File: config.mk
export PLATFORM = sky130hd
export DESIGN_NAME = nihilist_encrypt_stream_flat
export DESIGN_NICKNAME = d
export VERILOG_FILES = /design/src/rtl/nihilist_encrypt_stream_if.sv /design/src/rtl/nihilist_encrypt_stream.sv /design/src/flat_wrapper.sv
export SDC_FILE = /design/constraint.sdc
export NUM_CORES = 1
export LEC_CHECK = 0
export BUFFER_PORTS_ARGS = -buffer_cell sky130_fd_sc_hd__clkbuf_2
export CORE_UTILIZATION = 55
export CTS_BUF_LIST = sky130_fd_sc_hd__clkbuf_8
export CTS_CLUSTER_DIAMETER = 150
export DETAILED_ROUTE_END_ITERATION = 10
export PLACE_DENSITY = 0.73
export SYNTH_ARGS = -nofsm -noshare
export SYNTH_HDL_FRONTEND = slang
export SYNTH_SLANG_ARGS = --single-unit
File: constraint.sdc
create_clock -name clk -period 3.5 [get_ports clk]
set_clock_uncertainty 0.15 [all_clocks]
set_input_delay 0.7 -clock clk [delete_from_list [all_inputs] [get_ports clk]]
set_output_delay 0.7 -clock clk [all_outputs]
set_load 0.01 [all_outputs]
File: src/rtl/nihilist_encrypt_stream_if.sv
// ============================================================================
// Module   : nihilist_encrypt_stream_if
// Purpose  : Plaintext-in / ciphertext-out handshake bundle for the
//            byte-serial Nihilist encryptor.
// Revision : 1.0  initial release
// ============================================================================
`default_nettype none

interface nihilist_encrypt_stream_if;
    logic       start;
    logic       in_valid;
    logic       in_ready;
    logic [7:0] in_char;
    logic       out_valid;
    logic       out_ready;
    logic [7:0] out_code;
    logic       out_err;
    logic       out_last;
    logic       busy;

    modport master (
        output start, in_valid, in_char, out_ready,
        input  in_ready, out_valid, out_code, out_err, out_last, busy
    );

    modport slave (
        input  start, in_valid, in_char, out_ready,
        output in_ready, out_valid, out_code, out_err, out_last, busy
    );
endinterface

`default_nettype wire

File: src/rtl/nihilist_encrypt_stream.sv
// ============================================================================
// Module   : nihilist_encrypt_stream
// Purpose  : Byte-serial Nihilist encryptor; scans the 5x5 Polybius table for
//            the plaintext char and key letter, emits the summed codes.
// Revision : 1.0  initial release
// ============================================================================
`default_nettype none

module nihilist_encrypt_stream #(
    parameter int MSG_LEN = 9,
    parameter int SEC_LEN = 9
) (
    input  logic                        clk,
    input  logic                        rst,
    nihilist_encrypt_stream_if.slave    bus
);

    localparam logic [7:0] c_last_n   = 8'(MSG_LEN - 1);
    localparam logic [3:0] c_last_k   = 4'(SEC_LEN - 1);
    localparam logic [4:0] c_scan_end = 5'd25;

    typedef enum logic [1:0] {
        S_IDLE   = 2'd0,
        S_ACCEPT = 2'd1,
        S_SCAN   = 2'd2,
        S_OUT    = 2'd3
    } state_t;

    function automatic logic [7:0] tbl_char(input logic [4:0] idx);
        case (idx)
            5'd0:    tbl_char = "M";
            5'd1:    tbl_char = "A";
            5'd2:    tbl_char = "T";
            5'd3:    tbl_char = "E";
            5'd4:    tbl_char = "I";
            5'd5:    tbl_char = "B";
            5'd6:    tbl_char = "C";
            5'd7:    tbl_char = "D";
            5'd8:    tbl_char = "F";
            5'd9:    tbl_char = "G";
            5'd10:   tbl_char = "H";
            5'd11:   tbl_char = "K";
            5'd12:   tbl_char = "L";
            5'd13:   tbl_char = "N";
            5'd14:   tbl_char = "O";
            5'd15:   tbl_char = "P";
            5'd16:   tbl_char = "Q";
            5'd17:   tbl_char = "R";
            5'd18:   tbl_char = "S";
            5'd19:   tbl_char = "U";
            5'd20:   tbl_char = "V";
            5'd21:   tbl_char = "W";
            5'd22:   tbl_char = "X";
            5'd23:   tbl_char = "Y";
            5'd24:   tbl_char = "Z";
            default: tbl_char = 8'h00;
        endcase
    endfunction

    function automatic logic [7:0] key_char(input logic [3:0] idx);
        case (idx)
            4'd0:    key_char = "P";
            4'd1:    key_char = "A";
            4'd2:    key_char = "R";
            4'd3:    key_char = "A";
            4'd4:    key_char = "S";
            4'd5:    key_char = "C";
            4'd6:    key_char = "H";
            4'd7:    key_char = "I";
            4'd8:    key_char = "V";
            default: key_char = 8'h00;
        endcase
    endfunction

    state_t     r_state;
    logic [7:0] r_n;
    logic [3:0] r_k;
    logic [4:0] r_s;
    logic [2:0] r_row;
    logic [2:0] r_col;
    logic [7:0] r_char;
    logic       r_pfound;
    logic       r_kfound;
    logic [7:0] r_pcode;
    logic [7:0] r_kcode;
    logic       r_in_ready;
    logic       r_out_valid;
    logic [7:0] r_out_code;
    logic       r_out_err;
    logic       r_out_last;
    logic       r_busy;

    logic [7:0] w_tbl;
    logic [7:0] w_key;
    logic [7:0] w_cur_code;

    // Row/column track the scan index so the code needs no divide.
    assign w_tbl      = tbl_char(r_s);
    assign w_key      = key_char(r_k);
    assign w_cur_code = {5'd0, r_row} * 8'd10 + {5'd0, r_col};

    always_ff @(posedge clk or posedge rst) begin
        if (rst) begin
            r_state     <= S_IDLE;
            r_n         <= 8'd0;
            r_k         <= 4'd0;
            r_s         <= 5'd0;
            r_row       <= 3'd1;
            r_col       <= 3'd1;
            r_char      <= 8'd0;
            r_pfound    <= 1'b0;
            r_kfound    <= 1'b0;
            r_pcode     <= 8'd0;
            r_kcode     <= 8'd0;
            r_in_ready  <= 1'b0;
            r_out_valid <= 1'b0;
            r_out_code  <= 8'd0;
            r_out_err   <= 1'b0;
            r_out_last  <= 1'b0;
            r_busy      <= 1'b0;
        end else begin
            case (r_state)
                S_IDLE: begin
                    if (bus.start) begin
                        r_state    <= S_ACCEPT;
                        r_n        <= 8'd0;
                        r_k        <= 4'd0;
                        r_in_ready <= 1'b1;
                        r_busy     <= 1'b1;
                    end
                end
                S_ACCEPT: begin
                    if (bus.in_valid && r_in_ready) begin
                        r_char     <= bus.in_char;
                        r_pfound   <= 1'b0;
                        r_kfound   <= 1'b0;
                        r_s        <= 5'd0;
                        r_row      <= 3'd1;
                        r_col      <= 3'd1;
                        r_in_ready <= 1'b0;
                        r_state    <= S_SCAN;
                    end
                end
                S_SCAN: begin
                    // Index 25 is the settle cycle after all 25 entries compared.
                    if (r_s == c_scan_end) begin
                        r_out_valid <= 1'b1;
                        r_out_code  <= (r_pfound && r_kfound) ? (r_pcode + r_kcode) : 8'hFF;
                        r_out_err   <= ~r_pfound;
                        r_out_last  <= (r_n == c_last_n);
                        r_state     <= S_OUT;
                    end else begin
                        if (w_tbl == r_char) begin
                            r_pfound <= 1'b1;
                            r_pcode  <= w_cur_code;
                        end
                        if (w_tbl == w_key) begin
                            r_kfound <= 1'b1;
                            r_kcode  <= w_cur_code;
                        end
                        r_s <= r_s + 5'd1;
                        if (r_col == 3'd5) begin
                            r_col <= 3'd1;
                            r_row <= r_row + 3'd1;
                        end else begin
                            r_col <= r_col + 3'd1;
                        end
                    end
                end
                S_OUT: begin
                    if (bus.out_ready) begin
                        r_out_valid <= 1'b0;
                        r_out_last  <= 1'b0;
                        if (r_n == c_last_n) begin
                            r_busy  <= 1'b0;
                            r_state <= S_IDLE;
                        end else begin
                            r_n        <= r_n + 8'd1;
                            r_k        <= (r_k == c_last_k) ? 4'd0 : r_k + 4'd1;
                            r_in_ready <= 1'b1;
                            r_state    <= S_ACCEPT;
                        end
                    end
                end
                default: r_state <= S_IDLE;
            endcase
        end
    end

    assign bus.in_ready  = r_in_ready;
    assign bus.out_valid = r_out_valid;
    assign bus.out_code  = r_out_code;
    assign bus.out_err   = r_out_err;
    assign bus.out_last  = r_out_last;
    assign bus.busy      = r_busy;

endmodule

`default_nettype wire

File: src/flat_wrapper.sv
// flat-port wrapper written by rule: the top's interface ports become plain ports
module nihilist_encrypt_stream_flat 
#(
    parameter int MSG_LEN = 9,
    parameter int SEC_LEN = 9
)
  (clk, rst, bus_start, bus_in_valid, bus_in_char, bus_out_ready, bus_in_ready, bus_out_valid, bus_out_code, bus_out_err, bus_out_last, bus_busy);
  nihilist_encrypt_stream_if bus_i ();
  input  logic clk;
  input  logic rst;
  input wire logic [$bits(bus_i.start)-1:0] bus_start;
  input wire logic [$bits(bus_i.in_valid)-1:0] bus_in_valid;
  input wire logic [$bits(bus_i.in_char)-1:0] bus_in_char;
  input wire logic [$bits(bus_i.out_ready)-1:0] bus_out_ready;
  output wire logic [$bits(bus_i.in_ready)-1:0] bus_in_ready;
  output wire logic [$bits(bus_i.out_valid)-1:0] bus_out_valid;
  output wire logic [$bits(bus_i.out_code)-1:0] bus_out_code;
  output wire logic [$bits(bus_i.out_err)-1:0] bus_out_err;
  output wire logic [$bits(bus_i.out_last)-1:0] bus_out_last;
  output wire logic [$bits(bus_i.busy)-1:0] bus_busy;
  assign bus_i.start = bus_start;
  assign bus_i.in_valid = bus_in_valid;
  assign bus_i.in_char = bus_in_char;
  assign bus_i.out_ready = bus_out_ready;
  assign bus_in_ready = bus_i.in_ready;
  assign bus_out_valid = bus_i.out_valid;
  assign bus_out_code = bus_i.out_code;
  assign bus_out_err = bus_i.out_err;
  assign bus_out_last = bus_i.out_last;
  assign bus_busy = bus_i.busy;
  nihilist_encrypt_stream #(.MSG_LEN(MSG_LEN), .SEC_LEN(SEC_LEN)) u_core (.clk(clk), .rst(rst), .bus(bus_i));
endmodule
==> run_summary.xml, run 1 <==
<?xml version="1.0" encoding="UTF-8"?>
<metrics>
  <group name="outcome">
    <metric name="outcome" unit="">finished clean</metric>
  </group>
  <group name="sta">
    <metric name="timing_hold_violations_final" unit="">0</metric>
    <metric name="final-max-slew-violation-count" unit="">0</metric>
    <metric name="max-slew-margin-rel" unit="">0.466</metric>
    <metric name="timing.final.crit_period" unit="ns">3.19</metric>
    <metric name="rsz0062_at_grt" unit="">no</metric>
    <metric name="final.setup.tns" unit="ns">0</metric>
    <metric name="timing_worst_slew_pin_value" unit="ns">0.801</metric>
    <metric name="clock.fmax" unit="MHz">313</metric>
    <metric name="setup_ws" unit="ns">0.309</metric>
    <metric name="setup_viol" unit="">0</metric>
    <metric name="period_utilization" unit="">0.912</metric>
  </group>
  <group name="cts">
    <metric name="cts.path.max_buffers" unit="">2</metric>
    <metric name="clkLatencyLatePin" unit="ns">0.36</metric>
    <metric name="cts_root_buffer" unit="">sky130_fd_sc_hd__clkbuf_8</metric>
    <metric name="tritoncts" unit="">done</metric>
    <metric name="clock_sinks" unit="">64</metric>
    <metric name="cts_made_buffers" unit="">9</metric>
    <metric name="clk_transition_reported_paths" unit="ns">0.08</metric>
    <metric name="cts.hold.buffers_added" unit="">0</metric>
    <metric name="number_of_instances_resized_during_post_cts_repair" unit="">0</metric>
    <metric name="postCtsSetupBuffers" unit="">0</metric>
    <metric name="h_tree_lvls" unit="">3</metric>
  </group>
  <group name="detailed_routing">
    <metric name="detailedRoute.firstPassIterationCount" unit="">5</metric>
    <metric name="routed_wire_length_per_instance" unit="um">15.0</metric>
    <metric name="dr_total_vias" unit="">3052</metric>
    <metric name="drt_iter0_markers" unit="">160</metric>
    <metric name="post_drt_via_cell_ratio" unit="">5.63</metric>
    <metric name="remaining_drc_errors" unit="">0</metric>
    <metric name="detail-route-antenna-nets" unit="">0</metric>
    <metric name="detail_route.wirelength" unit="mm">8.11</metric>
  </group>
  <group name="cells_and_area">
    <metric name="post-route-util" unit="">0.640</metric>
    <metric name="mostFrequentLayoutCells" unit="">62 x sky130_fd_sc_hd__dfrtp_1, 44 x sky130_fd_sc_hd__nand2_1, 30 x sky130_fd_sc_hd__ha_1</metric>
    <metric name="final_common_cell" unit="">sky130_fd_sc_hd__dfrtp_1</metric>
    <metric name="final_nets" unit="">486</metric>
    <metric name="final.fill_count" unit="">572</metric>
    <metric name="growth_of_design_area_from_synthesis_to_finish" unit="%">10.4</metric>
    <metric name="drive_above_1_share" unit="">0.166</metric>
    <metric name="antenna_cells" unit="">0</metric>
  </group>
  <group name="yosys">
    <metric name="yosys_most_used_dff" unit="">sky130_fd_sc_hd__dfrtp_1</metric>
    <metric name="synthCells" unit="">418</metric>
    <metric name="mapped_avg_cell_area" unit="um^2">9.63</metric>
    <metric name="ys_warn_count" unit="">0</metric>
    <metric name="ffs_latches_synth" unit="">64</metric>
    <metric name="synth_seq_area_share" unit="">0.399</metric>
    <metric name="async_reset_ff_frac" unit="">1.00</metric>
    <metric name="synth_nets" unit="">463</metric>
    <metric name="synth.cell_area" unit="um^2">4030</metric>
    <metric name="synth-edff-count" unit="">0</metric>
    <metric name="synth_cell_type_count" unit="">59</metric>
  </group>
  <group name="critical_path">
    <metric name="crit_required" unit="ns">3.59</metric>
    <metric name="path_max_fanout" unit="">13</metric>
    <metric name="crit_type" unit="">flip-flop to flip-flop</metric>
    <metric name="startpoint" unit="">u_core.r_s[0]</metric>
    <metric name="r2r-end" unit="">u_core.r_pcode[0]</metric>
    <metric name="worst_setup_path_end_kind" unit="">flip-flop</metric>
    <metric name="startpoint_type_of_the_worst_setup_path" unit="">flip-flop</metric>
    <metric name="path_delay_family" unit="">simple AND/OR/NAND/NOR gates</metric>
    <metric name="timing.critical_path.slowest_stage_cell" unit="">sky130_fd_sc_hd__or4_4</metric>
    <metric name="cell_depth_of_the_worst_setup_path" unit="">9</metric>
    <metric name="critical_path.reg2reg.startpoint" unit="">u_core.r_s[0]</metric>
    <metric name="max_stage_delay" unit="ns">0.63</metric>
    <metric name="worstPathCellList" unit="">inv_1 -&gt; ha_1 -&gt; nand2b_1 -&gt; a32oi_1 -&gt; o211a_4 -&gt; xnor2_1 -&gt; or3_1 -&gt; or4_4 -&gt; mux2_4</metric>
    <metric name="critPathArrivalTime" unit="ns">3.28</metric>
    <metric name="worst-path-buf-inv" unit="">1</metric>
    <metric name="timing.reg2reg.worst_path_depth" unit="">9</metric>
    <metric name="r2r_slack" unit="ns">0.31</metric>
  </group>
  <group name="floorplan">
    <metric name="core.rowCount" unit="">30</metric>
    <metric name="die_width" unit="um">87.5</metric>
    <metric name="initial_utilization" unit="">0.580</metric>
    <metric name="num_io_pins" unit="">26</metric>
    <metric name="die_y_extent" unit="um">87.5</metric>
    <metric name="fp.dieArea" unit="um^2">7660</metric>
    <metric name="fp.coreArea" unit="um^2">6940</metric>
  </group>
  <group name="worst_hold_path">
    <metric name="worst_hold_path.endpoint" unit="">u_core.bus.out_code[4]</metric>
    <metric name="worst_hold_startpoint" unit="">u_core.bus.out_code[4]</metric>
    <metric name="hold-path-cell-count" unit="">2</metric>
    <metric name="min_path_type" unit="">flip-flop to flip-flop</metric>
  </group>
  <group name="global_route">
    <metric name="initial_antenna_violation_count" unit="">0</metric>
    <metric name="first_global_vias" unit="">2970</metric>
    <metric name="grt_max_degree" unit="">65</metric>
    <metric name="grt_first_pass_wirelength" unit="mm">13.9</metric>
    <metric name="grt_remaining_overflow" unit="">0</metric>
    <metric name="global_route.usage.total" unit="">0.237</metric>
  </group>
  <group name="pwr">
    <metric name="power_density" unit="nW/um^2">703</metric>
    <metric name="p_leak" unit="nW">2.12</metric>
    <metric name="irDropWorstVdd" unit="uV">415</metric>
  </group>
  <group name="run">
    <metric name="maxCapViolations" unit="">0</metric>
  </group>
  <group name="placement">
    <metric name="dp.final_hpwl" unit="mm">5.80</metric>
    <metric name="detailedPlace.worstSlack" unit="ns">0.319</metric>
    <metric name="portBuffers" unit="">25</metric>
    <metric name="place.gp.congestion" unit="">0.871</metric>
  </group>
</metrics>
power breakdown:
part	total (mW)	internal [mW]	switching [mW]
Sequential	1.11	0.916	0.195
Clock	0.737	0.408	0.329
Combinational	1.28	0.549	0.729
Total	3.13	1.87	1.25
how the worst max path moves through the flow:
stage | end | slack [ns]
5_1_grt | u_core.r_pcode[0] | 0.10
2_1_floorplan | u_core.r_pcode[0] | 0.46
3_3_place_gp | u_core.r_pcode[7] | 0.43
3_5_place_dp | u_core.r_pcode[1] | 0.32
6_report | u_core.r_pcode[0] | 0.31
4_1_cts | u_core.r_pcode[1] | 0.31
Yosys cell counts, types with 5 or more instances:
master	number	area, um^2
sky130_fd_sc_hd__a22o_1	8	70.1
sky130_fd_sc_hd__dfrtp_1	62	1550
sky130_fd_sc_hd__a21oi_1	19	95.1
sky130_fd_sc_hd__nor3_1	7	35.0
sky130_fd_sc_hd__mux2_2	11	124
sky130_fd_sc_hd__mux2_4	7	105
sky130_fd_sc_hd__nor2_1	25	93.8
sky130_fd_sc_hd__buf_2	5	25.0
sky130_fd_sc_hd__a31oi_1	7	43.8
sky130_fd_sc_hd__inv_1	30	113
sky130_fd_sc_hd__nand2_1	44	165
sky130_fd_sc_hd__nand2b_1	5	31.3
sky130_fd_sc_hd__nand3_1	11	55.1
sky130_fd_sc_hd__mux2_1	7	78.8
sky130_fd_sc_hd__o21ai_1	7	35.0
sky130_fd_sc_hd__xor2_1	9	78.8
sky130_fd_sc_hd__ha_1	30	375
sky130_fd_sc_hd__clkbuf_1	7	26.3
sky130_fd_sc_hd__mux2i_1	5	50.1
sky130_fd_sc_hd__o21ai_0	26	130
sky130_fd_sc_hd__xnor2_1	14	123
tightest hold or removal path: cells and delay by family (launching register included):
family           cells  cell delay (ns)
flip-flops           1             0.35
AND/OR/NAND/NOR      2             0.10
per-stage QoR:
stage	hold slack, ns	total power [mW]	instance area, um^2	cells
3_5_place_dp	0.311	2.38	4220	526
5_1_grt	0.353	3.36	4440	542
3_3_place_gp	0.305	2.32	4220	526
6_report	0.325	3.13	4440	542
2_1_floorplan	0.315	2.07	4030	418
4_1_cts	0.328	3.13	4440	542
metal layers:
metal	share of wire	up-vias	global-route usage
met3	0.027	14	0.0613
li1	-	1523	-
met4	0.019	0	0.0849
met2	0.47	54	0.388
met5	0	-	0
met1	0.49	1461	0.306
flip-flops by register name, summed over array words and instances, names as in the netlist, 3 cells and up:
signal               flops
u_core.bus.out_code      8
u_core.r_char            8
u_core.r_kcode           8
u_core.r_n               8
u_core.r_pcode           8
u_core.r_s               5
u_core.r_k               4
u_core.r_col             3
u_core.r_row             3
logic make-up after synthesis:
logic type / Yosys count / synth area share
DFF: 64 / 0.399
AOI/OAI and AO/OA: 97 / 0.155
and+or+nand+nor: 125 / 0.154
xor gates and xnor gates: 23 / 0.0500
adders and majority gates: 32 / 0.103
muxes: 30 / 0.0889
buffers and inverters: 47 / 0.0500
layout make-up:
cell class,count,area [um^2],area share
clock buffers,9,124,0.0279
clock inverters,7,103,0.0231
inverters,30,113,0.0253
multi-input cells,307,2230,0.501
flip-flops and latches,64,1600,0.361
well taps,96,120,0.0270
repair buffers,29,155,0.0349
(Power assumes the default switching activity.)
==> run 2: changes to the inputs <==
--- a/config.mk
+++ b/config.mk
@@ -11,6 +11,7 @@
 export CTS_CLUSTER_DIAMETER = 150
 export DETAILED_ROUTE_END_ITERATION = 10
 export PLACE_DENSITY = 0.73
+export REMOVE_ABC_BUFFERS = 1
 export SYNTH_ARGS = -nofsm -noshare
 export SYNTH_HDL_FRONTEND = slang
 export SYNTH_SLANG_ARGS = --single-unit
==> run_summary.xml, run 2 (same netlist as run 1, synthesis figures left out) <==
<?xml version="1.0" encoding="UTF-8"?>
<metrics>
  <group name="floorplan">
    <metric name="num_io_pins" unit="">26</metric>
    <metric name="die_width" unit="um">87.5</metric>
    <metric name="core.rowCount" unit="">30</metric>
    <metric name="fp.coreArea" unit="um^2">6940</metric>
    <metric name="die_y_extent" unit="um">87.5</metric>
    <metric name="fp.dieArea" unit="um^2">7660</metric>
    <metric name="initial_utilization" unit="">0.580</metric>
  </group>
  <group name="detailed_routing">
    <metric name="post_drt_via_cell_ratio" unit="">5.60</metric>
    <metric name="routed_wire_length_per_instance" unit="um">14.5</metric>
    <metric name="dr_total_vias" unit="">3043</metric>
    <metric name="detailedRoute.firstPassIterationCount" unit="">4</metric>
    <metric name="drt_iter0_markers" unit="">113</metric>
    <metric name="detail_route.wirelength" unit="mm">7.88</metric>
    <metric name="detail-route-antenna-nets" unit="">0</metric>
    <metric name="remaining_drc_errors" unit="">0</metric>
  </group>
  <group name="global_route">
    <metric name="grt_first_pass_wirelength" unit="mm">13.8</metric>
    <metric name="first_global_vias" unit="">2978</metric>
    <metric name="grt_remaining_overflow" unit="">0</metric>
    <metric name="grt_max_degree" unit="">36</metric>
    <metric name="initial_antenna_violation_count" unit="">0</metric>
    <metric name="global_route.usage.total" unit="">0.234</metric>
  </group>
  <group name="cts">
    <metric name="tritoncts" unit="">done</metric>
    <metric name="number_of_instances_resized_during_post_cts_repair" unit="">0</metric>
    <metric name="cts_made_buffers" unit="">9</metric>
    <metric name="clk_transition_reported_paths" unit="ns">0.08</metric>
    <metric name="clock_sinks" unit="">64</metric>
    <metric name="cts.hold.buffers_added" unit="">0</metric>
    <metric name="cts_root_buffer" unit="">sky130_fd_sc_hd__clkbuf_8</metric>
    <metric name="cts.path.max_buffers" unit="">2</metric>
    <metric name="h_tree_lvls" unit="">3</metric>
    <metric name="postCtsSetupBuffers" unit="">0</metric>
    <metric name="clkLatencyLatePin" unit="ns">0.34</metric>
  </group>
  <group name="pwr">
    <metric name="totalPowerFinal" unit="mW">3.11</metric>
    <metric name="power_density" unit="nW/um^2">697</metric>
    <metric name="irDropWorstVdd" unit="uV">535</metric>
    <metric name="p_leak" unit="nW">2.13</metric>
  </group>
  <group name="placement">
    <metric name="place.gp.congestion" unit="">0.837</metric>
    <metric name="portBuffers" unit="">25</metric>
    <metric name="detailedPlace.worstSlack" unit="ns">0.302</metric>
    <metric name="dp.final_hpwl" unit="mm">5.73</metric>
    <metric name="detailed_place.area" unit="um^2">4240</metric>
  </group>
  <group name="cells_and_area">
    <metric name="final_nets" unit="">487</metric>
    <metric name="drive_above_1_share" unit="">0.168</metric>
    <metric name="final.fill_count" unit="">579</metric>
    <metric name="post-route-util" unit="">0.643</metric>
    <metric name="mostFrequentLayoutCells" unit="">62 x sky130_fd_sc_hd__dfrtp_1, 44 x sky130_fd_sc_hd__nand2_1, 30 x sky130_fd_sc_hd__ha_1</metric>
    <metric name="growth_of_design_area_from_synthesis_to_finish" unit="%">10.9</metric>
    <metric name="antenna_cells" unit="">0</metric>
    <metric name="final_common_cell" unit="">sky130_fd_sc_hd__dfrtp_1</metric>
    <metric name="postLayoutCellArea" unit="um^2">4460</metric>
  </group>
  <group name="sta">
    <metric name="setup_viol" unit="">0</metric>
    <metric name="setup_ws" unit="ns">0.283</metric>
    <metric name="rsz0062_at_grt" unit="">no</metric>
    <metric name="final-max-slew-violation-count" unit="">0</metric>
    <metric name="timing.final.crit_period" unit="ns">3.22</metric>
    <metric name="final.setup.tns" unit="ns">0</metric>
    <metric name="max-slew-margin-rel" unit="">0.535</metric>
    <metric name="timing_hold_violations_final" unit="">0</metric>
    <metric name="clock.fmax" unit="MHz">311</metric>
    <metric name="period_utilization" unit="">0.919</metric>
    <metric name="timing_worst_slew_pin_value" unit="ns">0.691</metric>
  </group>
  <group name="critical_path">
    <metric name="crit_type" unit="">flip-flop to flip-flop</metric>
    <metric name="critical_path.reg2reg.startpoint" unit="">u_core.r_s[0]</metric>
    <metric name="crit_required" unit="ns">3.58</metric>
    <metric name="timing.reg2reg.worst_path_depth" unit="">9</metric>
    <metric name="r2r-end" unit="">u_core.r_pcode[6]</metric>
    <metric name="path_delay_family" unit="">simple AND/OR/NAND/NOR gates</metric>
    <metric name="timing.critical_path.slowest_stage_cell" unit="">sky130_fd_sc_hd__or4_4</metric>
    <metric name="worst_setup_path_end_kind" unit="">flip-flop</metric>
    <metric name="max_stage_delay" unit="ns">0.64</metric>
    <metric name="worst-path-buf-inv" unit="">1</metric>
    <metric name="startpoint_type_of_the_worst_setup_path" unit="">flip-flop</metric>
    <metric name="critPathArrivalTime" unit="ns">3.30</metric>
    <metric name="worstPathCellList" unit="">inv_1 -&gt; ha_1 -&gt; nor3b_1 -&gt; a21oi_1 -&gt; o211a_4 -&gt; xnor2_1 -&gt; or3_1 -&gt; or4_4 -&gt; mux2_4</metric>
    <metric name="path_max_fanout" unit="">13</metric>
    <metric name="r2r_slack" unit="ns">0.28</metric>
  </group>
  <group name="outcome">
    <metric name="outcome" unit="">finished clean</metric>
  </group>
  <group name="worst_hold_path">
    <metric name="min_path_type" unit="">input port to asynchronous set/reset pin</metric>
  </group>
  <group name="run">
    <metric name="maxCapViolations" unit="">0</metric>
  </group>
</metrics>
==> run 2: worst reg2reg max path, cell delays in order, from the launching register on <==
cell                      delay (ns)
sky130_fd_sc_hd__dfrtp_1        0.59
sky130_fd_sc_hd__inv_1          0.18
sky130_fd_sc_hd__ha_1           0.26
sky130_fd_sc_hd__nor3b_1        0.14
sky130_fd_sc_hd__a21oi_1        0.21
sky130_fd_sc_hd__o211a_4        0.21
sky130_fd_sc_hd__xnor2_1        0.07
sky130_fd_sc_hd__or3_1          0.34
sky130_fd_sc_hd__or4_4          0.64
sky130_fd_sc_hd__mux2_4         0.34
==> run 2: power breakdown <==
group          leakage [nW]  switching, mW  total, mW  internal (mW)
Sequential            0.848          0.179       1.09          0.916
Clock                 0.110          0.318      0.726          0.408
Combinational          1.17          0.731       1.29          0.559
==> run 2: cell type report <==
cell class,count,area (um^2),area share
well taps,96,120,0.0269
inverters,30,113,0.0252
flip-flops and latches,64,1600,0.359
clock inverters,7,103,0.0230
repair buffers,30,175,0.0392
clock buffers,9,124,0.0277
multi-input cells,307,2230,0.499
==> run 2: worst max-delay path by stage <==
stage	from	end	slack, ns	cells after the start
2_1_floorplan	u_core.r_n[0]	u_core.r_n[7]	0.22	9
3_3_place_gp	u_core.r_s[0]	u_core.r_pcode[7]	0.40	9
3_5_place_dp	u_core.r_s[0]	u_core.r_pcode[6]	0.30	9
4_1_cts	u_core.r_s[0]	u_core.r_pcode[0]	0.29	9
5_1_grt	u_core.r_s[0]	u_core.r_pcode[6]	0.11	9
6_report	u_core.r_s[0]	u_core.r_pcode[6]	0.28	9
==> run 2: metal layers <==
metal	wire, um	part of all wire	track usage	vias to the layer above
met4	138	0.018	0.0924	0
li1	-	-	-	1523
met2	3620	0.46	0.385	47
met5	0	0	0	-
met3	176	0.022	0.0330	13
met1	3940	0.50	0.314	1460
==> run 2: per-stage QoR <==
| stage | cells | hold slack, ns |
|---|---|---|
| 4_1_cts | 543 | 0.276 |
| 3_3_place_gp | 527 | 0.301 |
| 5_1_grt | 543 | 0.316 |
| 2_1_floorplan | 401 | 0.315 |
| 3_5_place_dp | 527 | 0.315 |
| 6_report | 543 | 0.268 |
